File: src/rtl/victim_cache_ctrl_pkg.sv
// Shared types for the LC-3b victim cache: victim tag/index types, controller
// state encodings and the address-to-tag helper.
package victim_cache_ctrl_pkg;

    typedef logic [10:0] lc3b_c_vic_tag;
    typedef logic [2:0]  lc3b_c_vic_index;
    typedef logic [1:0]  vc_state_t;

    localparam vc_state_t S_IDLE  = 2'd0;
    localparam vc_state_t S_HIT   = 2'd1;
    localparam vc_state_t S_WB    = 2'd2;
    localparam vc_state_t S_FETCH = 2'd3;

    function automatic lc3b_c_vic_tag addr_tag(input logic [15:0] addr);
        return addr[15:5];
    endfunction

endpackage

File: src/rtl/victim_tag_cam.sv
// Tag/valid/dirty store for the victim slots with a fully parallel tag match
// and a random-access read port for the controller's replacement decisions.
module victim_tag_cam
    import victim_cache_ctrl_pkg::*;
#(
    parameter int entries = 8
) (
    input  logic            clk,
    input  logic            reset,
    input  lc3b_c_vic_tag   lookup_tag,
    input  logic            write_en,
    input  lc3b_c_vic_index write_index,
    input  logic            write_valid,
    input  logic            write_dirty,
    input  lc3b_c_vic_tag   write_tag,
    input  lc3b_c_vic_index read_index,
    output logic            hit,
    output lc3b_c_vic_index hit_index,
    output lc3b_c_vic_index first_invalid,
    output logic            any_invalid,
    output logic            read_valid,
    output logic            read_dirty,
    output lc3b_c_vic_tag   read_tag
);

    lc3b_c_vic_tag       tags [entries];
    logic [entries-1:0]  valid;
    logic [entries-1:0]  dirty;

    always_ff @(posedge clk or posedge reset) begin
        if (reset) begin
            valid <= '0;
            dirty <= '0;
        end else if (write_en) begin
            valid[write_index] <= write_valid;
            dirty[write_index] <= write_dirty;
        end
    end

    // Tags carry no meaning while their valid bit is clear, so they are not reset.
    always_ff @(posedge clk) begin
        if (write_en)
            tags[write_index] <= write_tag;
    end

    always_comb begin
        hit           = 1'b0;
        hit_index     = '0;
        first_invalid = '0;
        any_invalid   = 1'b0;
        for (int i = entries - 1; i >= 0; i--) begin
            if (valid[i] && tags[i] == lookup_tag) begin
                hit       = 1'b1;
                hit_index = lc3b_c_vic_index'(i);
            end
            if (!valid[i]) begin
                any_invalid   = 1'b1;
                first_invalid = lc3b_c_vic_index'(i);
            end
        end
    end

    assign read_valid = valid[read_index];
    assign read_dirty = dirty[read_index];
    assign read_tag   = tags[read_index];

endmodule

File: src/rtl/victim_cache_ctrl.sv
// Victim cache controller between an L1 and physical memory.
// Define VC_STATS_EN to add saturating hit_count/miss_count outputs.
module victim_cache_ctrl
    import victim_cache_ctrl_pkg::*;
#(
    parameter int width   = 256,
    parameter int entries = 8
) (
    input  logic             clk,
    input  logic             reset,
    input  logic             l1_req,
    input  logic [15:0]      l1_addr,
    output logic             l1_resp,
    output logic [width-1:0] l1_rdata,
    input  logic             ev_valid,
    input  logic [15:0]      ev_addr,
    input  logic             ev_dirty,
    input  logic [width-1:0] ev_data,
    output logic             va_load,
    output logic [2:0]       va_index,
    output logic [width-1:0] va_in,
    input  logic [width-1:0] va_out,
    output logic             pmem_read,
    output logic             pmem_write,
    output logic [15:0]      pmem_address,
    output logic [width-1:0] pmem_wdata,
    input  logic [width-1:0] pmem_rdata,
    input  logic             pmem_resp
`ifdef VC_STATS_EN
    ,
    output logic [15:0]      hit_count,
    output logic [15:0]      miss_count
`endif
);

    vc_state_t       state;
    lc3b_c_vic_index slot_q;
    lc3b_c_vic_index pointer;
    logic            repl_was_valid;

    logic            hit, any_invalid, read_valid, read_dirty;
    lc3b_c_vic_index hit_index, first_invalid, repl_index, read_index;
    lc3b_c_vic_tag   read_tag;
    logic            cam_write_en, cam_write_valid, cam_write_dirty;
    lc3b_c_vic_tag   cam_write_tag;

    assign repl_index = any_invalid ? first_invalid : pointer;
    assign read_index = (state == S_IDLE) ? repl_index : slot_q;

    victim_tag_cam #(.entries(entries)) u_cam (
        .clk           (clk),
        .reset         (reset),
        .lookup_tag    (addr_tag(l1_addr)),
        .write_en      (cam_write_en),
        .write_index   (slot_q),
        .write_valid   (cam_write_valid),
        .write_dirty   (cam_write_dirty),
        .write_tag     (cam_write_tag),
        .read_index    (read_index),
        .hit           (hit),
        .hit_index     (hit_index),
        .first_invalid (first_invalid),
        .any_invalid   (any_invalid),
        .read_valid    (read_valid),
        .read_dirty    (read_dirty),
        .read_tag      (read_tag)
    );

    // Write-back only happens when an eviction is about to displace a dirty victim.
    always_ff @(posedge clk or posedge reset) begin
        if (reset) begin
            state          <= S_IDLE;
            slot_q         <= '0;
            pointer        <= '0;
            repl_was_valid <= 1'b0;
        end else begin
            case (state)
                S_IDLE: begin
                    if (l1_req) begin
                        if (hit) begin
                            state  <= S_HIT;
                            slot_q <= hit_index;
                        end else begin
                            slot_q         <= repl_index;
                            repl_was_valid <= read_valid;
                            state <= (ev_valid && read_valid && read_dirty) ? S_WB : S_FETCH;
                        end
                    end
                end
                S_HIT:  state <= S_IDLE;
                S_WB:   if (pmem_resp) state <= S_FETCH;
                S_FETCH: begin
                    if (pmem_resp) begin
                        state <= S_IDLE;
                        if (ev_valid && repl_was_valid)
                            pointer <= pointer + 3'd1;
                    end
                end
                default: state <= S_IDLE;
            endcase
        end
    end

    always_comb begin
        l1_resp         = 1'b0;
        l1_rdata        = '0;
        va_load         = 1'b0;
        va_index        = slot_q;
        va_in           = '0;
        pmem_read       = 1'b0;
        pmem_write      = 1'b0;
        pmem_address    = '0;
        pmem_wdata      = '0;
        cam_write_en    = 1'b0;
        cam_write_valid = 1'b0;
        cam_write_dirty = 1'b0;
        cam_write_tag   = addr_tag(ev_addr);
        case (state)
            S_IDLE: va_index = repl_index;
            S_HIT: begin
                l1_resp         = 1'b1;
                l1_rdata        = va_out;
                cam_write_en    = 1'b1;
                cam_write_valid = ev_valid;
                cam_write_dirty = ev_valid && ev_dirty;
                va_load         = ev_valid;
                if (ev_valid)
                    va_in = ev_data;
            end
            S_WB: begin
                pmem_write   = 1'b1;
                pmem_wdata   = va_out;
                pmem_address = {read_tag, 5'b0};
            end
            S_FETCH: begin
                pmem_read    = 1'b1;
                pmem_address = {addr_tag(l1_addr), 5'b0};
                if (pmem_resp) begin
                    l1_resp  = 1'b1;
                    l1_rdata = pmem_rdata;
                    if (ev_valid) begin
                        va_load         = 1'b1;
                        va_in           = ev_data;
                        cam_write_en    = 1'b1;
                        cam_write_valid = 1'b1;
                        cam_write_dirty = ev_dirty;
                    end
                end
            end
            default: ;
        endcase
    end

`ifdef VC_STATS_EN
    always_ff @(posedge clk or posedge reset) begin
        if (reset) begin
            hit_count  <= '0;
            miss_count <= '0;
        end else begin
            if (state == S_IDLE && l1_req && hit && hit_count != 16'hFFFF)
                hit_count <= hit_count + 16'd1;
            if (((state == S_IDLE && l1_req && !hit && !(ev_valid && read_valid && read_dirty)) ||
                 (state == S_WB && pmem_resp)) && miss_count != 16'hFFFF)
                miss_count <= miss_count + 16'd1;
        end
    end
`endif

endmodule

File: config.mk
export PLATFORM = sky130hd
export DESIGN_NAME = victim_cache_ctrl
export DESIGN_NICKNAME = d
export VERILOG_FILES = /design/src/rtl/victim_cache_ctrl_pkg.sv /design/src/rtl/victim_tag_cam.sv /design/src/rtl/victim_cache_ctrl.sv
export SDC_FILE = /design/constraint.sdc
export NUM_CORES = 1
export LEC_CHECK = 0
export CAP_MARGIN = 20
export CORE_AREA = 3 3 619 621
export CTS_CLUSTER_DIAMETER = 40
export DETAILED_ROUTE_END_ITERATION = 8
export DIE_AREA = 0 0 622 624
export PLACE_DENSITY = 0.3
export SYNTH_ARGS = -nofsm -noshare
export SYNTH_HDL_FRONTEND = slang
export SYNTH_SLANG_ARGS = --single-unit
File: constraint.sdc
create_clock -name clk -period 3.7 [get_ports clk]
set_input_delay 0.555 -clock clk [delete_from_list [all_inputs] [get_ports clk]]
set_output_delay 0.555 -clock clk [all_outputs]
set_load 0.03 [all_outputs]
Word-level counts from Yosys, hierarchy flattened
Memories as Yosys holds them, arrays and structs flattened.
Index checks and enable logic that the tools add are counted.

storage, ports and cells
  register bits after elaboration = 25
  word-level logic and storage cells = 113
  memories = 1
  bits in writable memories = 88

cells by class
  $add $sub $neg = 1
  reduce and logical (&&, ||, !) cells = 18
  bitwise logic cells = 1
  eq/ne operators = 14
  $lt $le $gt $ge = 3
  multiplexer cells = 69

memory list
  memory      depth  width  rd ports  clocked after memory_dff  wr ports  line                  text
  u_cam.tags  8      11     9         0                         1         victim_tag_cam.sv:26  lc3b_c_vic_tag tags [entries];

operators by type and width
  cell                   count
  $mux W256              4
  $pmux W256 S2          2
  $eq A11 B11 Y1         8
  $mux W3                19
  $pmux W16 S2           1
  $mux W1                29
  $bwmux W8              2
  $logic_and A1 B1 Y1    13
  $reduce_and A3 Y1      3
  $lt A3 B4 Y1 const B   2
  $mux W2                4
  $pmux W1 S2            4
  $pmux W2 S4            1
  $bmux W1 S3            2
  $ne A2 B2 Y1 const B   3
  $eq A2 B2 Y1 const B   2
  $add A3 B1 Y3 const B  1
  $demux W1 S3           1
  $ge A3 B1 Y1 const B   1
  $eq A2 B1 Y1 const B   1
  $logic_not A2 Y1       1
  $reduce_and A2 Y1      1
  $not A1 Y1             1

Logic depth before layout (Yosys ltp)
  depth in word-level cells = 18
  depth in mapped cells = 12
  depth with buffers taken out = 9

Hierarchy
From an unflattened synthesis, not the netlist that was laid out.

unflattened totals
  cell total of the unflattened synthesis = 1872
  area, all modules = 14679.1 um^2

modules (own cells, without submodules)
  module             area each (um^2)  instances  cells each
  victim_cache_ctrl  9302.7            1          1512
  victim_tag_cam     5376.4            1          360

Worst setup path before layout
OpenSTA, ideal clock, no wires.

  kind = register -> output
  start point = register state[0]
  end point = output pmem_address[10]
  data arrival time = 2.808 ns
  data required time = 3.145 ns
  slack = 0.337 ns
  cell stages (with the launch flop) = 12
  cells stage by stage = dfrtp_1 > buf_2 > nor2_1 > o21ai_1 > or2_1 > buf_6 > inv_4 > clkbuf_1 > nand2_1 > a21oi_1 > nor2_1 > a211oi_1

between the ends
  word-level cells in the longest chain between the ends = 4

ends and longest elaborated chain
  what                    line                      text
  start, declared         victim_cache_ctrl.sv:36   vc_state_t state;
  start signal, assigned  victim_cache_ctrl.sv:86   state <= (ev_valid && read_valid && read_dirty) ? S_WB : S_FETCH;
  $logic_not A2 Y1        --
  $mux W3                 --
  named net va_index[1]   victim_cache_ctrl.sv:20   output logic [2:0] va_index,
  $mem_v2 Z8 W11          --
  $pmux W16 S2            victim_cache_ctrl.sv:118  case (state)
  end, declared           victim_cache_ctrl.sv:25   output logic [15:0] pmem_address,

The timed path passes the listed nets, and every way through them passes these cells.

Final worst setup path
  start point = register u_cam.valid[7]
  end point = output pmem_address[14]

between the ends
  word-level cells in the longest chain between the ends = 12

ends and longest elaborated chain
  what                                                     line                      text
  start, declared                                          victim_tag_cam.sv:27      logic [entries-1:0] valid;
  start signal, assigned by index                          victim_tag_cam.sv:35      valid[write_index] <= write_valid;
  $mux W3 / $mux W1 (equally long branches) (8 in series)  victim_tag_cam.sv:56      if (!valid[i]) begin
  $mux W3 *                                                victim_cache_ctrl.sv:47   assign repl_index = any_invalid ? first_invalid : pointer;
  $mux W3 *                                                victim_cache_ctrl.sv:48   assign read_index = (state == S_IDLE) ? repl_index : slot_q;
  $mem_v2 Z8 W11 *                                         --
  $pmux W16 S2 *                                           victim_cache_ctrl.sv:118

Mark *: on every way between the ends. The rest lies on a longest branch, timed or not.

==> impl_metrics.py <==
metrics = {
    "die": {
        "dieWidth_microns": 622,
        "ios": 1597,
        "fp.dieH_microns": 624,
        "core_sq_um": 378000,
        "rows": 226,
        "dieArea_sq_um": 388000,
        "start_util": 0.0368,
    },
    "synthesis": {
        "avgSynthCellArea_sq_um": 6.99,
        "syn_inst": 1994,
        "ys_async_sr_fraction": 0.221,
        "synth_edf_count": 88,
        "synth_top_flop_cell": "edfxtp_1",
        "ys_seq_area_frac": 0.234,
        "yosysTopAreaCell": "edfxtp_1",
        "yosysUniqueCellTypes": 57,
        "synthTopCellsByArea": "edfxtp_1, and2_1, nor2b_1",
        "ys_seq_elements": 113,
        "syn_area_sq_um": 13900,
        "yosysTopAreaCellShare": 0.190,
        "yosysWarnings": 0,
    },
    "timing": {
        "grt_setup_unrepaired": "no",
        "finalSetupViolCount": 0,
        "fin_ws_ns": 0.0582,
        "timing_hold_violations_final": 0,
        "min_period_ns": 3.64,
        "finalSetupTns_ns": 0,
        "maxSlewHeadroom": 0.416,
        "period_share": 0.984,
        "slew_violations": 0,
        "tightest_slew_ns": 0.875,
        "max_freq_ghz": 0.275,
        "skew_ns": 0.0103,
    },
    "global_routing": {
        "grt_max_degree": 133,
        "grt_pass1_wl_microns": 377000,
        "antenna_found_initial": 328,
        "grt.total_usage": 0.160,
        "grt_pass1_vias": 23100,
        "grt-ovfl-total": 0,
    },
    "cts": {
        "cts_made_buffers": 17,
        "clockBufferDepth": 2,
        "clk_pin_slew_worst_paths_ns": 0.06,
        "cts_sinks": 113,
        "postCtsHoldBufs": 0,
        "cts_tree": "done",
        "htree_levels": 4,
        "cts-root-buf": "clkbuf_16",
        "clk_latency_ns": 0.42,
    },
    "place": {
        "dp_slack_ns": 0.176,
        "io_buffers": 1581,
        "gp_congestion": 0.931,
        "dp_hpwl_microns": 300000,
        "post-place-cells": 8531,
    },
    "setup_path": {
        "cp-start-kind": "register",
        "worstPathMaxFanout": 6,
        "worstSetupEndpointType": "output port",
        "critPathArrivalTime_ns": 3.09,
        "crit_type": "register to output port",
        "ff2ff_setup_slack_ns": 1.04,
        "required_ns": 3.14,
    },
    "final_layout": {
        "finalNonFillerCells": 8656,
        "final_common_cell": "clkdlybuf4s50_1",
        "nets": 4352,
        "final_cell_mix": "clkdlybuf4s50_1, buf_12, nor2_1",
        "drive_above_1_share": 0.256,
        "syn_to_final_growth_pct": 205,
    },
    "status": {
        "status": "finished, final reports clean",
    },
    "routing": {
        "via_per_inst": 2.71,
        "wl_per_cell_microns": 37.4,
        "wirelength_microns": 324000,
        "drc": 0,
        "antenna_left": 0,
        "via_count": 23500,
        "drt-initial-drc-count": 1387,
        "firstDrtPassIters": 5,
    },
    "power": {
        "p_per_area_nw_per_um2": 644,
        "p_leak_nw": 15.4,
        "ir_worst_vdd_uv": 328,
    },
    "job": {
        "drv_cap": 0,
    },
    "hold_path": {
        "hp-class": "register to register",
    },
}
-- what timing repair did --
item                                    4_1_cts  5_1_grt
pin swaps                                     2        3
gates resized for setup                      13       16
gates cloned                                  0        2
endpoints found under the setup margin       18        9
setup buffers                                 5        4
-- per-layer routing --
layer	part of all wire	GRT usage	wire length, microns
met1	0.32	0.150	104000
met2	0.54	0.311	176000
met3	0.089	0.0598	28800
met4	0.045	0.0563	14600
met5	0.0020	0	649
-- through the flow --
step,instance area (sq um),power [W],utilization,hold slack [ns]
after detailed placement,41500,0.0260,0.110,0.495
after global placement,41500,0.0261,0.110,0.485
final,42600,0.0274,0.112,0.505
after CTS,42200,0.0279,0.112,0.510
after global routing,42400,0.0286,0.112,0.523
after floorplan,14000,0.0109,-,0.440
-- report_power, final --
| part | total [W] | internal, W | switching [W] |
|---|---|---|---|
| sequential | 0.00167 | 0.00151 | 0.000160 |
| clock | 0.00175 | 0.00107 | 0.000685 |
| combinational | 0.0240 | 0.00966 | 0.0143 |
-- cell families after synthesis --
logic type	share of synthesized area
xor+xnor	0.0572
fa+ha+maj	0.000898
buf+inv	0.0627
simple gates	0.477
other cells	0.000269
flops	0.234
mux	0.0375
compound gates	0.130
-- area by class of cell --
cell class	count	area [sq um]
Antenna cell	82	205
Multi-Input combinational cell	1670	9910
Timing Repair Buffer	1735	22200
Sequential cell	113	3270
Fill cell	43600	336000
Clock buffer	17	425
Inverter	8	40.0
Clock inverter	15	181
Tap cell	5016	6280
-- critical path, cell delays in order, from the launching register on --
cell and delay, ns:
dfrtp_1 0.45, nand2b_1 0.17, a21oi_1 0.42, o31ai_4 0.18, nand2_4 0.17, buf_12 0.15
mux4_2 0.51, a21oi_2 0.17, a21oi_2 0.12, buf_4 0.15, buf_4 0.16
-- synth_stat cells, types with 2 or more instances --
cell type,n
dfrtp_1,25
nand4_1,46
mux4_2,13
nand2_1,58
and2_0,2
buf_4,6
a21boi_0,9
mux2i_1,5
buf_6,3
o31ai_1,2
and3_1,257
nor4_1,4
xnor2_1,90
nor2_1,288
nor2b_1,258
nand2b_1,6
or2_1,2
a21oi_1,276
inv_1,6
edfxtp_1,88
buf_2,16
a211oi_1,11
and2_1,258
nand3_1,3
nor3_1,15
buf_1,2
o22ai_1,2
clkbuf_1,180
o21ai_0,20
mux2_2,16
-- state kept, by name, summed over array words and instances (netlist names) --
signal	count
pointer	3
repl_was_valid	1
slot_q	3
state	2
u_cam.dirty	8
u_cam.tags	88
u_cam.valid	8
-- worst paths after layout --
| path | from | end | cells past startpoint |
|---|---|---|---|
| min in group asynchronous | reset | u_cam.dirty[4]$_DFFE_PP0P_ | 2 |
| worst min-delay path | u_cam.dirty[4]$_DFFE_PP0P_ | u_cam.dirty[4]$_DFFE_PP0P_ | 1 |
| worst max-delay path | u_cam.valid[7]$_DFFE_PP0P_ | pmem_address[14] | 10 |
| worst min register to register | u_cam.dirty[4]$_DFFE_PP0P_ | u_cam.dirty[4]$_DFFE_PP0P_ | 1 |
| max in group asynchronous | reset | u_cam.valid[3]$_DFFE_PP0P_ | 3 |
| worst max register to register | state[1]$_DFFE_PP0P_ | state[0]$_DFFE_PP0P_ | 10 |
Note: power is estimated with default switching activity, not from simulation.
